`src/rtl/fifo_rd_stream.sv`:
```
// Read-side drain stage for the async FIFO: pops show-ahead words into a
// 2-entry registered valid/ready buffer, with flush and beat/drop counters.
module fifo_rd_stream #(
    parameter int DATA_WIDTH = 8,
    parameter int CNT_WIDTH  = 16
) (
    input  logic                  clk,
    input  logic                  rst,
    input  logic [DATA_WIDTH-1:0] fifo_dout,
    input  logic                  fifo_empty,
    output logic                  fifo_rd_en,
    output logic [DATA_WIDTH-1:0] m_data,
    output logic                  m_valid,
    input  logic                  m_ready,
    input  logic                  flush,
    output logic [CNT_WIDTH-1:0]  beat_cnt,
    output logic [CNT_WIDTH-1:0]  drop_cnt
);

    logic [1:0]            count;
    logic [1:0]            count_nxt;
    logic [DATA_WIDTH-1:0] tail;
    logic [DATA_WIDTH-1:0] head_nxt;
    logic [DATA_WIDTH-1:0] tail_nxt;
    logic                  xfer;
    logic                  take;
    logic [1:0]            drop_inc;

    // rst gates the pop so the FIFO never loses a word while we are held in reset
    assign fifo_rd_en = !rst && !fifo_empty && (flush || count != 2'd2);
    assign xfer       = m_valid && m_ready;
    assign take       = fifo_rd_en && !flush;
    assign drop_inc   = count - {1'b0, xfer} + {1'b0, fifo_rd_en};

    always_comb begin
        count_nxt = count;
        head_nxt  = m_data;
        tail_nxt  = tail;
        if (flush) begin
            count_nxt = 2'd0;
        end else begin
            unique case (count)
                2'd0: begin
                    if (take) begin
                        head_nxt  = fifo_dout;
                        count_nxt = 2'd1;
                    end
                end
                2'd1: begin
                    if (take && !xfer) begin
                        tail_nxt  = fifo_dout;
                        count_nxt = 2'd2;
                    end else if (take) begin
                        head_nxt  = fifo_dout;
                    end else if (xfer) begin
                        count_nxt = 2'd0;
                    end
                end
                2'd2: begin
                    if (xfer) begin
                        head_nxt  = tail;
                        count_nxt = 2'd1;
                    end
                end
                default: count_nxt = 2'd0;
            endcase
        end
    end

    always_ff @(posedge clk or posedge rst) begin
        if (rst) begin
            count    <= 2'd0;
            m_data   <= '0;
            tail     <= '0;
            m_valid  <= 1'b0;
            beat_cnt <= '0;
            drop_cnt <= '0;
        end else begin
            count    <= count_nxt;
            m_data   <= head_nxt;
            tail     <= tail_nxt;
            m_valid  <= (count_nxt != 2'd0);
            beat_cnt <= beat_cnt + CNT_WIDTH'(xfer);
            if (flush)
                drop_cnt <= drop_cnt + CNT_WIDTH'(drop_inc);
        end
    end

endmodule

```
`config.mk`:
```
export PLATFORM = sky130hd
export DESIGN_NAME = fifo_rd_stream
export DESIGN_NICKNAME = d
export VERILOG_FILES = /design/src/rtl/fifo_rd_stream.sv
export SDC_FILE = /design/constraint.sdc
export NUM_CORES = 1
export LEC_CHECK = 0
export ABC_CLOCK_PERIOD_IN_PS = 8200
export CORE_ASPECT_RATIO = 2
export CORE_MARGIN = 1.5
export CORE_UTILIZATION = 53
export CTS_CLUSTER_SIZE = 10
export DETAILED_ROUTE_END_ITERATION = 6
export PLACE_DENSITY = 0.83
export SLEW_MARGIN = 20
export SYNTH_ARGS = -nofsm -noshare
export SYNTH_HDL_FRONTEND = slang
export SYNTH_SLANG_ARGS = --single-unit
```
`constraint.sdc`:
```
create_clock -name clk -period 8.2 [get_ports clk]
set_input_delay 1.23 -clock clk [delete_from_list [all_inputs] [get_ports clk]]
set_output_delay 1.23 -clock clk [all_outputs]
set_load 0.01 [all_outputs]
```
Word-level counts from Yosys, hierarchy flattened
Index checks and enable logic that the tools add are counted.
{"block": "classes", "add_sub_neg": 4, "eq_ne": 5, "muxes": 11, "bitwise": 1, "n_reduce_logical": 15}
{"operator": "$mux W8", "count": 3}
{"operator": "$pmux W8 S3", "count": 1}
{"operator": "$add A16 B1 Y16", "count": 1}
{"operator": "$add A16 B2 Y16", "count": 1}
{"operator": "$mux W2", "count": 6}
{"operator": "$ne A2 B2 Y1 const B", "count": 3}
{"operator": "$pmux W2 S3", "count": 1}
{"operator": "$logic_and A1 B1 Y1", "count": 5}
{"operator": "$logic_not A1 Y1", "count": 4}
{"operator": "$reduce_and A4 Y1", "count": 1}
{"operator": "$reduce_and A3 Y1", "count": 1}
{"operator": "$reduce_bool A3 Y1", "count": 1}
{"operator": "$add A2 B1 Y2", "count": 1}
{"operator": "$eq A2 B1 Y1 const B", "count": 1}
{"operator": "$eq A2 B2 Y1 const B", "count": 1}
{"operator": "$logic_not A2 Y1", "count": 1}
{"operator": "$reduce_bool A2 Y1", "count": 1}
{"operator": "$sub A2 B1 Y2", "count": 1}
{"operator": "$logic_or A1 B1 Y1", "count": 1}
{"operator": "$not A1 Y1", "count": 1}
{"block": "totals", "ff_bits": 51, "out_inout_bits": 42, "elab_cells": 42}

Depth between registers and ports, before layout
{"block": "logic_depth", "depth_word": 9, "depth_mapped": 12, "depth_no_buf": 11}

Worst setup path before layout
No wires, ideal clock.
{"block": "synth_timing", "path_type": "input -> register", "startpoint": "in flush", "endpoint": "reg drop_cnt[15]", "t_arrival_ps": 3446, "required_ps": 8121, "slack_ps": 4675, "stages": 11, "n_path_buf": 1, "path_cell_list": "clkbuf_1 -> nor2_1 -> nor3_1 -> ha_1 -> xnor2_1 -> xnor2_1 -> ha_1 -> a21o_1 -> nand3_1 -> nor4_1 -> xor2_1"}
{"block": "synth_via", "elab_chain_len": 4}
{"element": "from (decl)", "line": "15", "text": "input logic flush,"}
{"element": "$logic_or A1 B1 Y1", "line": "30", "text": "assign fifo_rd_en = !rst && !fifo_empty && (flush || count != 2'd2);"}
{"element": "$logic_and A1 B1 Y1", "line": "30"}
{"element": "named net fifo_rd_en", "line": "11", "text": "output logic fifo_rd_en,"}
{"element": "$add A2 B1 Y2", "line": "33", "text": "assign drop_inc = count - {1'b0, xfer} + {1'b0, fifo_rd_en};"}
{"element": "$add A16 B2 Y16", "line": "85", "text": "drop_cnt <= drop_cnt + CNT_WIDTH'(drop_inc);"}
{"element": "to (signal assigned)", "line": "85"}
{"element": "to (decl)", "line": "17", "text": "output logic [CNT_WIDTH-1:0] drop_cnt"}
The timed path passes the listed nets, and every way through them passes these cells.
A chain may end at the register's enable or synchronous reset.

Final worst setup path
{"block": "layout_timing", "startpoint": "in flush", "endpoint": "out fifo_rd_en"}
{"block": "layout_via", "elab_chain_len": 2}
{"element": "$logic_or A1 B1 Y1", "line": "30"}
{"element": "$logic_and A1 B1 Y1", "line": "30"}
{"element": "to (decl)", "line": "11"}
No other way between the ends.

==> metrics.md <==
| Metric | Value |
|---|---|
| Slew @ Worst Pin | 863 ps |
| Area grow syn2layout | 28.5% |
| Cell with the most instances after synthesis | dfrtp_1 |
| Clock transition at path regs | 100 ps |
| Critical Path, Cell by Cell | clkdlybuf4s50_1 > nor2_1 > nor3_1 > clkdlybuf4s50_1 |
| Via density | 5.37 |
| 1st-iter DRT viols | 12 |
| Synth Register Bits | ~50 |
| # DRC | 0 |
| Synth Warn # | 0 |
| Share of the synthesized area in the top cell type | 53.9% |
| Util after Layout | a little over two thirds |
| Max-Cap Viols | 0 |
| RSZ-0062 raised after global routing | no |
| CTS Sinks | a little over 50 |
| Die span in x | 50.2 um |
| Post-synth net total | 211 |
| Syn Inst Count | 191 |
| First-pass GRT wire length | 7820 um |
| Crit path max fanout | 14 |
| # H-tree levels | 2 |
| Period utilisation layout | 50.3% |
| Static Leak | 0.00137 uW |
| Outcome | completed |
| Inserted Diodes | 0 |
| Die Area | approximately 0.005 mm^2 |
| Input/output buffers | 54 |
| Multi-input logic area | around 0.0010 mm^2 |
| Fmax | ~240 MHz |
| Worst-Skew Late Latency | 300 ps |
| Routability cong. | 0.853 |
| Via count | 1628 |
| Place WS | 4090 ps |
| Nets | 268 |
| Crit-path slowest cell | clkdlybuf4s50_1 |
| Syn avg cell area | 12.4 um^2 |
| Startpoint types | primary input |
| Largest net degree at the start of global routing | 52 |
| Final-report max-slew violation count | 0 |
| Post-Syn Area | roughly 0.0024 mm^2 |
| Clock Root Buffer | clkbuf_8 |
| Netlist cell types | 32 |
| Buffer count from post-CTS setup fixing | 0 |
| Fill cell count | roughly 340 |
| Cts repair resizes | 0 |
| Post-DP HPWL | around 3400 um |
| Setup Total Neg Slack | 0 ps |
| Buf/Inv on CP | 2 |
| Vias in the first global route | 1680 |
| Slowest cell delay on critical path | 740 ps |
| Post-synth EDFFs | 0 |
| CP required | 6970 ps |
| Routed WL | 4600 um |
| Max clock buf depth | 2 |
| CORE AREA | 0.00430 mm^2 |
| Layout cells sized above 1 | 15.7% |
| GRT Resource Usage Total | roughly a fifth |
| Sequential share of the synthesized area | 53.9% |
| Cell family with most CP delay | buffers and inverters |
| Most used cell, CP | clkdlybuf4s50_1 |
| Setup crit end kind | output pin |
| CTS tree | built |
| Post-DRT Antenna Nets | 0 |
| Total power draw | 616 uW |
| Num CTS Buffers | 5 |
| Max transition margin | 42.4% |
| Setup CP Type | primary input to output pin |
| Initial Utilization | between 50% and 60% |
| Maximum vdd drop | 0.000185 V |
| Grt ovf | 0 |
| Site Rows | 34 |
| Top cells by count, synth | dfrtp_1 (51), xnor2_1 (19), mux2_2 (17) |
| Final hold vios | 0 |
| R2R setup slack | slightly above 5000 ps |
| Pwr dens | ~200 mW/mm^2 |
| Ys flop type | dfrtp_1 |
| Hold buffers post-CTS | 0 |
| Final worst setup slack | 4070 ps |
| Sequential cell area | 0.00128 mm^2 |
| Die H | 97.5 um |
| Ys async rst share | between 90% and 100% |
| Final setup viols | 0 |
| First drt pass iteration count | 4 |
| Clock skew | between 9 and 10 ps |
| Arrival time at the worst endpoint | 2900 ps |
| # IOs | 55 |
| Routed length per instance | roughly 15 um |
| Initial antenna violation count | 0 |
| Largest cells by area after synthesis | dfrtp_1 (54%), mux2_2 (8.1%), xnor2_1 (7.0%) |
| Worst hold path type | register to register |
| Final min period | 4130 ps |
| Area leader, netlist | dfrtp_1 |
final cells by class:
type / instances / area share (%)
clock inverter: 3 / 0.658
inverter: 6 / 0.782
clock buffer: 5 / 2.26
timing repair buffer: 54 / 17.8
sequential: 51 / 42.0
multi-input combinational: 130 / 34.3
tap: 54 / 2.22
sequential cells by signal (all words and copies together) (netlist names):
name / count
tail: 8
count: 2
beat_cnt: 16
drop_cnt: 16
m_data: 8
m_valid: 1
power by group:
part           internal (uW)  switching (uW)  total, uW
logic                   93.1            54.2        147
registers                288            38.5        327
clock network           59.5            82.6        142
total                    441             175        616
metal layers:
| metal | vias to the layer above | global-route usage [%] | routed length [um] |
|---|---|---|---|
| li1 | 772 | - | - |
| met1 | 803 | 25.1 | 1850 |
| met2 | 48 | 36.3 | 2500 |
| met3 | 5 | 3.54 | 195 |
| met4 | 0 | 4.91 | 48 |
| met5 | - | 0 | 0 |
worst reg2reg max path: cells and delay by family, from the launching register on:
kind            cells  cell delay (ps)
fa+ha+maj           2              490
simple gates        5             1420
flops               1              470
compound gates      1              130
xor+xnor            3              440
metrics by stage:
step / cell area (um^2) / hold slack (ps) / std cells
5_1_grt: 3040 / 515 / 303
6_report: 3040 / 477 / 303
2_1_floorplan: 2370 / 477 / 191
4_1_cts: 3040 / 485 / 303
3_3_place_gp: 2950 / 467 / 295
3_5_place_dp: 2950 / 467 / 295
final timing paths:
| check | from | depth (start not counted) | endpoint |
|---|---|---|---|
| max | flush | 4 | fifo_rd_en |
| min | beat_cnt[15]$_DFF_PP0_ | 1 | beat_cnt[15]$_DFF_PP0_ |
| max reg2reg | count[0]$_DFF_PP0_ | 11 | drop_cnt[15]$_DFFE_PP0P_ |
| min reg2reg | beat_cnt[15]$_DFF_PP0_ | 1 | beat_cnt[15]$_DFF_PP0_ |
| max in group asynchronous | rst | 2 | drop_cnt[14]$_DFFE_PP0P_ |
| min in group asynchronous | rst | 2 | beat_cnt[10]$_DFF_PP0_ |
kinds of logic after synthesis:
family	Yosys count	share of synthesized area, %
multiplexers	26	13.6
adder cells (fa/ha/maj)	7	4.02
flip-flops	51	53.9
AO/OA/AOI/OAI	7	2.33
AND/OR/NAND/NOR	59	12.6
buffers and inverters	10	1.96
XOR/XNOR	31	11.5
cell usage in the layout, fill, tap and decap left out, types with 2 or more instances in the layout:
cell type / instances
clkinv_2: 2
ha_1: 6
xnor2_1: 19
xor2_1: 12
inv_2: 2
inv_1: 3
dfrtp_1: 51
mux2_2: 17
and4_1: 2
mux2_4: 8
nor2_1: 10
nand2_1: 10
nand3_1: 15
clkbuf_8: 5
nor3_1: 8
and3_1: 2
nor4_1: 2
clkinvlp_4: 2
clkdlybuf4s50_1: 54
nand4_1: 6
(Power assumes the default switching activity.)
